`config.mk`:
```
export PLATFORM = sky130hd
export DESIGN_NAME = multicycle_control
export DESIGN_NICKNAME = d
export VERILOG_FILES = /design/src/rtl/multicycle_control.sv
export SDC_FILE = /design/constraint.sdc
export NUM_CORES = 1
export LEC_CHECK = 0
export CORE_AREA = 5 5 47 49
export DETAILED_ROUTE_END_ITERATION = 10
export DIE_AREA = 0 0 52 54
export PLACE_DENSITY_LB_ADDON = 0.3
export SETUP_SLACK_MARGIN = 0.3
export SYNTH_ARGS = -nofsm -noshare
export SYNTH_HDL_FRONTEND = slang
export SYNTH_SLANG_ARGS = --single-unit
```
`constraint.sdc`:
```
create_clock -name clk -period 3 [get_ports clk]
set_input_delay 0.6 -clock clk [delete_from_list [all_inputs] [get_ports clk]]
set_output_delay 0.6 -clock clk [all_outputs]
set_load 0.03 [all_outputs]
```
`src/rtl/multicycle_control.sv`:
```
// Multicycle MIPS control FSM: sequences each instruction over FETCH..WRITEBACK states.
// Optional MEM_HANDSHAKE_EN: memory waits end on mem_ready instead of a fixed latency count.
module multicycle_control #(
  parameter int ALUOP_WIDTH = 3,
  parameter int MEM_LATENCY = 1
) (
  input  logic                   clk,
  input  logic                   reset,
  input  logic [5:0]             OP,
  input  logic [5:0]             Funct,
  input  logic                   Zero,
  input  logic                   mem_ready,
  output logic                   IorD,
  output logic                   MemRead,
  output logic                   MemWrite,
  output logic                   IRWrite,
  output logic                   RegWrite,
  output logic                   PCWrite,
  output logic [1:0]             RegDst,
  output logic [1:0]             MemtoReg,
  output logic                   ALUSrcA,
  output logic [1:0]             ALUSrcB,
  output logic [ALUOP_WIDTH-1:0] ALUOp,
  output logic [1:0]             PCSrc,
  output logic                   instr_done,
  output logic                   illegal,
  output logic [3:0]             state
);

  typedef enum logic [3:0] {
    S_FETCH  = 4'd0,
    S_DECODE = 4'd1,
    S_MEMADR = 4'd2,
    S_MEMRD  = 4'd3,
    S_MEMWB  = 4'd4,
    S_MEMWR  = 4'd5,
    S_EXEC   = 4'd6,
    S_ALUWB  = 4'd7,
    S_BRANCH = 4'd8,
    S_JUMP   = 4'd9,
    S_JAL    = 4'd10,
    S_JR     = 4'd11
  } state_t;

  localparam logic [5:0] OP_RTYPE = 6'h00;
  localparam logic [5:0] OP_J     = 6'h02;
  localparam logic [5:0] OP_JAL   = 6'h03;
  localparam logic [5:0] OP_BEQ   = 6'h04;
  localparam logic [5:0] OP_BNE   = 6'h05;
  localparam logic [5:0] OP_ADDI  = 6'h08;
  localparam logic [5:0] OP_ORI   = 6'h0d;
  localparam logic [5:0] OP_LUI   = 6'h0f;
  localparam logic [5:0] OP_LW    = 6'h23;
  localparam logic [5:0] OP_SW    = 6'h2b;
  localparam logic [5:0] FN_JR    = 6'h08;

  state_t     state_q;
  state_t     state_d;
  logic       mem_done;
  logic       in_wait;
  logic [2:0] alu_code;

  assign in_wait = (state_q == S_FETCH) || (state_q == S_MEMRD) || (state_q == S_MEMWR);

`ifdef MEM_HANDSHAKE_EN
  logic [31:0] unused_latency;
  assign unused_latency = MEM_LATENCY;
  assign mem_done = mem_ready;
`else
  localparam int CW = $clog2(MEM_LATENCY) + 1;
  logic [CW-1:0] wait_cnt;
  logic          unused_ready;
  assign unused_ready = mem_ready;
  assign mem_done = (wait_cnt == CW'(MEM_LATENCY - 1));

  always_ff @(posedge clk) begin
    if (reset) begin
      wait_cnt <= '0;
    end else if (in_wait) begin
      wait_cnt <= mem_done ? '0 : wait_cnt + CW'(1);
    end
  end
`endif

  always_ff @(posedge clk) begin
    if (reset) state_q <= S_FETCH;
    else       state_q <= state_d;
  end

  always_comb begin
    state_d    = state_q;
    IorD       = 1'b0;
    MemRead    = 1'b0;
    MemWrite   = 1'b0;
    IRWrite    = 1'b0;
    RegWrite   = 1'b0;
    PCWrite    = 1'b0;
    RegDst     = 2'b00;
    MemtoReg   = 2'b00;
    ALUSrcA    = 1'b0;
    ALUSrcB    = 2'b00;
    alu_code   = 3'b000;
    PCSrc      = 2'b00;
    instr_done = 1'b0;
    illegal    = 1'b0;
    case (state_q)
      S_FETCH: begin
        MemRead  = 1'b1;
        ALUSrcB  = 2'b01;
        alu_code = 3'b100;
        if (mem_done) begin
          IRWrite = 1'b1;
          PCWrite = 1'b1;
          state_d = S_DECODE;
        end
      end
      S_DECODE: begin
        ALUSrcB  = 2'b11;
        alu_code = 3'b100;
        if (OP == OP_RTYPE && Funct == FN_JR) state_d = S_JR;
        else if (OP == OP_RTYPE || OP == OP_ADDI || OP == OP_ORI || OP == OP_LUI) state_d = S_EXEC;
        else if (OP == OP_LW || OP == OP_SW) state_d = S_MEMADR;
        else if (OP == OP_BEQ || OP == OP_BNE) state_d = S_BRANCH;
        else if (OP == OP_J) state_d = S_JUMP;
        else if (OP == OP_JAL) state_d = S_JAL;
        else begin
          illegal = 1'b1;
          state_d = S_FETCH;
        end
      end
      S_MEMADR: begin
        ALUSrcA  = 1'b1;
        ALUSrcB  = 2'b10;
        alu_code = 3'b100;
        state_d  = (OP == OP_LW) ? S_MEMRD : S_MEMWR;
      end
      S_MEMRD: begin
        MemRead = 1'b1;
        IorD    = 1'b1;
        if (mem_done) state_d = S_MEMWB;
      end
      S_MEMWB: begin
        RegWrite   = 1'b1;
        MemtoReg   = 2'b01;
        instr_done = 1'b1;
        state_d    = S_FETCH;
      end
      S_MEMWR: begin
        MemWrite = 1'b1;
        IorD     = 1'b1;
        if (mem_done) begin
          instr_done = 1'b1;
          state_d    = S_FETCH;
        end
      end
      S_EXEC: begin
        ALUSrcA = 1'b1;
        state_d = S_ALUWB;
        case (OP)
          OP_ADDI: begin ALUSrcB = 2'b10; alu_code = 3'b100; end
          OP_ORI:  begin ALUSrcB = 2'b10; alu_code = 3'b101; end
          OP_LUI:  begin ALUSrcB = 2'b10; alu_code = 3'b110; end
          default: begin ALUSrcB = 2'b00; alu_code = 3'b111; end
        endcase
      end
      S_ALUWB: begin
        RegWrite   = 1'b1;
        RegDst     = (OP == OP_RTYPE) ? 2'b01 : 2'b00;
        instr_done = 1'b1;
        state_d    = S_FETCH;
      end
      S_BRANCH: begin
        ALUSrcA    = 1'b1;
        alu_code   = 3'b001;
        PCSrc      = 2'b01;
        PCWrite    = (OP == OP_BEQ) ? Zero : ~Zero;
        instr_done = 1'b1;
        state_d    = S_FETCH;
      end
      S_JUMP: begin
        PCSrc      = 2'b10;
        PCWrite    = 1'b1;
        instr_done = 1'b1;
        state_d    = S_FETCH;
      end
      S_JAL: begin
        // PC already advanced to PC+4 in FETCH, so it is the link value.
        PCSrc      = 2'b10;
        PCWrite    = 1'b1;
        RegWrite   = 1'b1;
        RegDst     = 2'b10;
        MemtoReg   = 2'b10;
        instr_done = 1'b1;
        state_d    = S_FETCH;
      end
      S_JR: begin
        PCSrc      = 2'b11;
        PCWrite    = 1'b1;
        instr_done = 1'b1;
        state_d    = S_FETCH;
      end
      default: state_d = S_FETCH;
    endcase
    if (reset) begin
      PCWrite  = 1'b0;
      IRWrite  = 1'b0;
      RegWrite = 1'b0;
      MemWrite = 1'b0;
    end
  end

  assign ALUOp = ALUOP_WIDTH'(alu_code);
  assign state = state_q;

endmodule

```
* Word-level counts from Yosys, hierarchy flattened
Cells that the tools add are included.
** Storage, ports and cells
- Flip-flop bits (word level) :: 5
- Input bits :: 16
- Output and inout port bits :: 24
- Word-level logic and storage cells :: 89
** Cells by class
- $add $sub $neg :: 1
- Equal/unequal tests :: 24
- Muxes and demuxes :: 41
- Bitwise operators :: 1
- Reductions and logical operators :: 20
** Operators with widths (count)
- $mux W4 :: 9
- $eq A6 B4 Y1 const B :: 4
- $pmux W4 S6 :: 1
- $mux W1 :: 21
- $eq A4 B3 Y1 const B :: 4
- $eq A4 B4 Y1 const B :: 4
- $reduce_or A3 Y1 :: 5
- $eq A6 B2 Y1 const B :: 2
- $eq A6 B3 Y1 const B :: 2
- $eq A6 B6 Y1 const B :: 2
- $pmux W2 S3 :: 2
- $pmux W3 S3 :: 1
- $eq A4 B2 Y1 const B :: 2
- $pmux W2 S2 :: 2
- $pmux W2 S4 :: 1
- $logic_or A1 B1 Y1 :: 7
- $logic_not A6 Y1 :: 1
- $ne A2 B2 Y1 const B :: 3
- $reduce_or A2 Y1 :: 3
- $reduce_or A6 Y1 :: 1
- $eq A4 B1 Y1 const B :: 1
- $logic_not A4 Y1 :: 1
- $mux W3 :: 1
- $pmux W1 S3 :: 1
- 6 further kinds :: 6

* Logic depth before layout (Yosys ltp)
Gate-level depths: netlist of the first run.
- Depth after elaboration :: 8
- Mapped depth :: 5
- Gate-level depth less buffers :: 4

* Least setup slack after synthesis of the first run
No wires, ideal clock.
- Kind :: input port to output port
- From :: input port OP[1]
- To :: output port ALUSrcB[1]
- Arrival time :: 2108 ps
- Data required time :: 2400 ps
- Setup slack :: 292 ps
- Stages on the path :: 4
- Buffers on the path :: 0
- Path through :: or3_1 -> a21boi_0 -> o21a_1 -> o31ai_1
** Between the ends
- Longest elaborated chain between the ends :: 4
- Elaborated cells between the ends (all ways) :: 6
- Classes of those cells :: 3 x eq/ne; 2 x mux; 1 x reduce/logical
** Ends and longest elaborated chain
- from (decl) :: RTL line 9 : input logic [5:0] OP,
- $eq A6 B4 Y1 :: RTL line 159 : case (OP)
- $reduce_or A3 Y1 (no line) *
- $mux W2 * :: RTL line 159
- $pmux W2 S4 * :: RTL line 106 : case (state_q)
- to (decl) :: RTL line 22 : output logic [1:0] ALUSrcB,
Every way passes the cells marked *; elsewhere a longest branch is shown, timed or not.

* Final worst setup path of the first run
- From :: input port reset
- To :: output port MemWrite
** Between the ends
- Longest elaborated chain between the ends :: 1
** Ends and longest elaborated chain
- from (decl) :: RTL line 8 : input logic reset,
- $mux W1 :: RTL line 204 : if (reset) begin
- to (decl) :: RTL line 15 : output logic MemWrite,
No other way between the ends.

==> metrics.md, run 1 <==
| Metric | Value |
|---|---|
| Vias in the first global route | `~850` |
| Die area | `around 2800 µm²` |
| Cell Area, Synth | `between 600 and 700 µm²` |
| Distinct cell type count after synthesis | `36` |
| Hold Slack | `slightly above 0.7 ns` |
| Pre-antenna DRT Iters | `4` |
| #FFs+latches synth | `4` |
| First element of the critical path | `reset` |
| Post-synth top area cell | `dfxtp_1` |
| Metal3 WL | `between 100 and 150 µm` |
| Drt via density | `5.28` |
| Syn Inst Count | `99` |
| Layout cells sized above 1 | `0.204` |
| Reg clk slew, reported paths | `about 0.040 ns` |
| WS Path Type | `in -> out` |
| CTS H-tree lvls | `1` |
| Metal-1 WL | `approximately 900 µm` |
| Peak supply drop | `~0.00012 V` |
| Max Fclk | `0.377 GHz` |
| First-pass GRT wire length | `roughly 3500 µm` |
| Area growth syn-to-layout | `75.4%` |
| Ranking of synthesized cells by area | `dfxtp_1 12%, nor2_1 7.5%, nor3_1 6.1%` |
| Final setup margin | `about 0.35 ns` |
| Routability cong. | `around 0.8` |
| Top-area cell type share of the netlist area | `0.123` |
| Hold WC Path Type | `reg -> reg` |
| Drt total wl | `2180 µm` |
| Clock tree buffer depth | `2` |
| Main flop type after synthesis | `dfxtp_1` |
| CP Data Required Time | `roughly 2.4 ns` |
| Worst R2R Setup Slack | `1.17 ns` |
| Starting DRC count in detailed routing | `14` |
| Postcts setup bufs | `0` |
| Die H | `about 54 µm` |
| Chip width | `about 52 µm` |
| Vias | `between 800 and 900` |
| Core Area | `1820 µm²` |
| Starting Density | `0.358` |
| EDFF count, synth | `0` |
| Port-buffer cells | `38` |
| CP Max Fanout | `6` |
| Sinks on the clock net | `4` |
| Site Rows | `16` |
| Largest register FFs | `4` |
| Antenna Violating Nets Remaining | `0` |
| Hold path startpoint | `state[0]` |
| DP Area | `1100 µm²` |
| Slew margin rel. | `0.665` |
| WL met2 | `between 1000 and 1500 µm` |
| Yosys warns | `0` |
| Clk Latency, worst-skew pair | `~0.23 ns` |
| Clock skew | `between 0.001 and 0.0015 ns` |
| Initial antenna violation count | `0` |
| Setup Viol. Count Final | `0` |
| Mapped Avg Cell Area | `about 6.6 µm²` |
| HPWL after detailed placement | `1740 µm` |
| Synth cell count leaders | `13 x nor2_1, 9 x clkbuf_1, 8 x nand2_1, 8 x nor3_1, 5 x nand3_1` |
| CP Launch Type | `input port` |
| Slew @ Worst Pin | `~0.5 ns` |
| Max Used Layer | `met3` |
| Syn Nets | `between 100 and 150` |
| Design area | `between 1000 and 1500 µm²` |
| Cell with the most instances after synthesis | `nor2_1` |
| Power Density | `approximately 210 nW/µm²` |
| Crit share post-route | `0.884` |
| Sequential share of the synthesized area | `0.123` |
| RSZ-0062 raised after global routing | `true` |
| Crit path capture type | `primary output` |
| Minimum clock period | `around 2.7 ns` |
| Async SR Flop Fraction | `0` |
| Max-slew violation count | `0` |
| Inserted Clock Buffers | `3` |
| Remaining DRCs | `0` |
| GRT Overall Usage | `0.156` |
| # diodes | `0` |
| Drt wl/cell | `roughly 13 µm` |
| Max-cap violations | `0` |
| Largest net degree at the start of global routing | `16` |
| Final Core Density | `0.628` |
| Pre-CTS setup slack | `around 0.13 ns` |
| Total Nets Final | `160` |
| Hold Violations, Final | `0` |
| Pleak | `0.413 nW` |
| CTS root buf | `clkbuf_4` |
| Status | `complete, no violations` |
| Worst R2R Start | `state[0]` |
| Final setup TNS | `0 ns` |
| CTS tree | `yes` |
| GR Overflow Total | `0` |
| Worst EP arrival | `2.05 ns` |
| I/O pins | `40` |
[routing by layer]
metal | vias to the layer above | GRT usage
met5 | - | 0
met4 | 0 | 0.0524
met3 | 0 | 0.0139
met2 | 34 | 0.316
met1 | 408 | 0.166
li1 | 451 | -
[cells in the final DEF, fill, tap and decap left out, types with 2 or more instances in the layout]
master | synthesis | routed
nand4b_1 | 2 | 2
nand2_1 | 8 | 8
buf_4 | 0 | 17
nor3b_1 | 2 | 2
nor4_1 | 3 | 2
o21ai_0 | 2 | 2
clkbuf_4 | 0 | 3
and2_1 | 2 | 2
dlygate4sd2_1 | 0 | 4
clkdlybuf4s50_1 | 0 | 26
dfxtp_1 | 4 | 4
nor2b_1 | 3 | 3
nor4b_1 | 2 | 2
o31ai_1 | 3 | 2
nand3_1 | 5 | 5
o21a_1 | 2 | 2
nor2_1 | 13 | 13
a21oi_1 | 4 | 4
dlymetal6s2s_1 | 0 | 2
nor3_1 | 8 | 7
nand2b_1 | 4 | 4
a31oi_1 | 2 | 2
xnor2_1 | 2 | 2
a211oi_1 | 3 | 3
[per-stage QoR]
step           total power, mW  instances
5_1_grt                  0.253        169
3_3_place_gp             0.176        166
2_1_floorplan            0.122         99
4_1_cts                  0.243        169
6_report                 0.241        169
3_5_place_dp             0.177        166
[layout make-up]
type | count | area, µm²
fill | 173 | 678
multi-input combinational | 86 | 559
sequential | 4 | 80.1
tap | 27 | 33.8
clock buffer | 3 | 22.5
timing repair buffer | 49 | 448
[path summary, 6_finish.rpt]
path                            depth (start not counted)  endpoint
worst min register to register                          2  state[0]
worst min-delay path                                    2  state[0]
worst max register to register                          4  state[2]
worst max-delay path                                    3  MemWrite
[where the power goes]
part | internal, mW | total [mW] | switching (mW)
registers | 0.0553 | 0.0602 | 0.00491
logic | 0.0540 | 0.116 | 0.0620
clock network | 0.0446 | 0.0651 | 0.0205
[what timing repair did]
action,in CTS,in global routing
setup endpoints to repair,4,3
gates resized for setup,5,4
gates cloned,0,0
hold buffers,0,0
pin swaps,1,0
[cells by family (layout without fill, tap and decap cells)]
group / Yosys count / in the layout / share of synthesized area
buf+inv: 9 / 52 / 0.0518
flops: 4 / 4 / 0.123
simple gates: 58 / 58 / 0.486
xor+xnor: 3 / 3 / 0.0403
compound gates: 24 / 24 / 0.282
mux: 1 / 1 / 0.0173
[worst max-delay path: stages]
cell and delay, ns:
clkdlybuf4s50_1 0.52, nor3b_1 0.23, clkdlybuf4s50_1 0.70
(Power assumes the default switching activity.)
==> run 2, diff against run 1 <==
Settings changed: GPL_TIMING_DRIVEN set to 0, MAX_ROUTING_LAYER set to met4.
==> run 2 against run 1 <==
Fmax decreased by 0.91%. Hold slack about the same. Combinational power about the same. Largest cell class unchanged.
==> metrics.md, run 2 (same netlist as run 1, synthesis figures left out) <==
| Metric | Value |
|---|---|
| Worst Path Buf+Inv | `2` |
| Routability cong. | `just under 0.9` |
| Max-cap violations | `0` |
| DP Area | `about 1100 µm²` |
| CP Max Fanout | `6` |
| GR Overflow Total | `0` |
| Slew @ Worst Pin | `between 0.4 and 0.5 ns` |
| Vias | `897` |
| CTS tree | `yes` |
| Most common cell after layout, fill and taps aside | `clkdlybuf4s50_1` |
| Starting Density | `0.358` |
| Layout cells sized above 1 | `0.184` |
| CTS root buf | `clkbuf_4` |
| Total Nets Final | `between 150 and 200` |
| Hold path startpoint | `state[1]` |
| Largest net degree at the start of global routing | `11` |
| Port-buffer cells | `38` |
| CP Launch Type | `input port` |
| Site Rows | `16` |
| Inserted Clock Buffers | `3` |
| Hold Violations, Final | `0` |
| Max Fclk | `approximately 0.37 GHz` |
| Clk Latency, worst-skew pair | `about 0.23 ns` |
| Minimum clock period | `2.68 ns` |
| Crit-path slowest cell | `clkdlybuf4s50_1` |
| Worst R2R Start | `state[1]` |
| # fillers | `roughly 190` |
| RSZ-0062 raised after global routing | `false` |
| WS Path Type | `in -> out` |
| HPWL after detailed placement | `between 1500 and 2000 µm` |
| Core Area | `1820 µm²` |
| Clock tree buffer depth | `2` |
| Setup Viol. Count Final | `0` |
| GRT Overall Usage | `0.168` |
| Hold WC Path Type | `reg -> reg` |
| Remaining DRCs | `0` |
| Chip width | `between 50 and 60 µm` |
| CP top delay family | `buffers and inverters` |
| Die area | `around 2800 µm²` |
| # diodes | `0` |
| Crit-path most repeated cell | `clkdlybuf4s50_1` |
| Pre-antenna DRT Iters | `4` |
| Multi-input logic area | `~580 µm²` |
| Vias in the first global route | `between 800 and 900` |
| Drt wl/cell | `approximately 13 µm` |
| First element of the critical path | `reset` |
| Final setup TNS | `0 ns` |
| Status | `complete, no violations` |
| Drt via density | `around 5.3` |
| Max-slew violation count | `0` |
| Drt total wl | `2250 µm` |
| Starting DRC count in detailed routing | `25` |
| Crit path capture type | `primary output` |
| Peak supply drop | `0.000178 V` |
| Area growth syn-to-layout | `72.4%` |
| I/O pins | `40` |
| Slew margin rel. | `0.681` |
| Slowest stage delay, CP | `about 0.71 ns` |
| Largest register FFs | `4` |
| Reg clk slew, reported paths | `0.04 ns` |
| CTS H-tree lvls | `1` |
| Design area | `1120 µm²` |
| Antenna Violating Nets Remaining | `0` |
| Power Density | `around 210 nW/µm²` |
| Sinks on the clock net | `4` |
| CP Cell Sequence | `clkdlybuf4s50_1 -> nor3b_1 -> clkdlybuf4s50_1` |
| Worst EP arrival | `about 2.1 ns` |
| Initial antenna violation count | `0` |
| Crit share post-route | `0.892` |
| CP Data Required Time | `approximately 2.4 ns` |
| Register area | `80.1 µm²` |
| Most frequent cells in the layout | `24 x clkdlybuf4s50_1, 12 x nor2_1, 8 x nand2_1` |
| Final Power | `0.239 mW` |
| # hold bufs at CTS | `0` |
| Clock skew | `0.00382 ns` |
| First-pass GRT wire length | `3590 µm` |
| Pleak | `0.401 nW` |
| Die H | `54 µm` |
-- run 2: cell count changes in the layout (fill, tap and decap cells not counted), sizes merged --
cell | previous run | this run
clkbuf | 3 | 12
clkdlybuf4s50 | 26 | 24
dlygate4sd2 | 4 | 7
buf | 17 | 6
-- run 2: power by group --
part / switching, mW / internal, mW / total, mW
registers: 0.00252 / 0.0553 / 0.0578
clock network: 0.0186 / 0.0445 / 0.0631
logic: 0.0671 / 0.0506 / 0.118
total: 0.0882 / 0.150 / 0.239
-- run 2: layer usage --
layer  track usage  vias up  part of all wire
met5             -        -                 0
met4        0.0480        0            0.0071
li1              -      452                 -
met3        0.0305        2             0.065
met2         0.308       37              0.52
met1         0.184      406              0.41
-- run 2: final timing paths --
| check | endpoint | slack [ns] | cells past startpoint |
|---|---|---|---|
| setup / recovery | MemWrite | 0.32 | 3 |
| hold / removal | state[2] | 0.70 | 4 |
| setup reg to reg | state[2] | 1.38 | 4 |
| hold reg to reg | state[2] | 0.70 | 4 |
-- run 2: worst reg2reg max path, delay by kind of cell (launching register included) --
family	cells	cell delay, ns
AND/OR/NAND/NOR	1	0.61
AO/OA/AOI/OAI	3	0.58
flip-flops	1	0.36
-- run 2: final cells by class --
class	count	area share
Clock buffer	3	0.0200
Sequential cell	4	0.0713
Buffer	9	0.0379
Multi-Input combinational cell	86	0.519
Tap cell	27	0.0301
Timing Repair Buffer	39	0.322
-- run 2: timing repair --
| action | CTS | global route |
|---|---|---|
| hold endpoints to repair | 0 | 0 |
| pin swaps | 1 | 1 |
| endpoints found under the setup margin | 8 | 10 |
| buffers inserted | 1 | 0 |
| gates resized for setup | 45 | 9 |
-- run 2: per-stage QoR --
stage                     cells  utilization  setup WS [ns]  hold WS [ns]
after floorplan              99            -          0.436         0.755
after global placement      164        0.588         -0.409         0.673
after detailed placement    164        0.588         -0.420         0.689
after CTS                   168        0.615          0.321         0.691
after global routing        168        0.617          0.312         0.739
final                       168        0.617          0.325         0.704
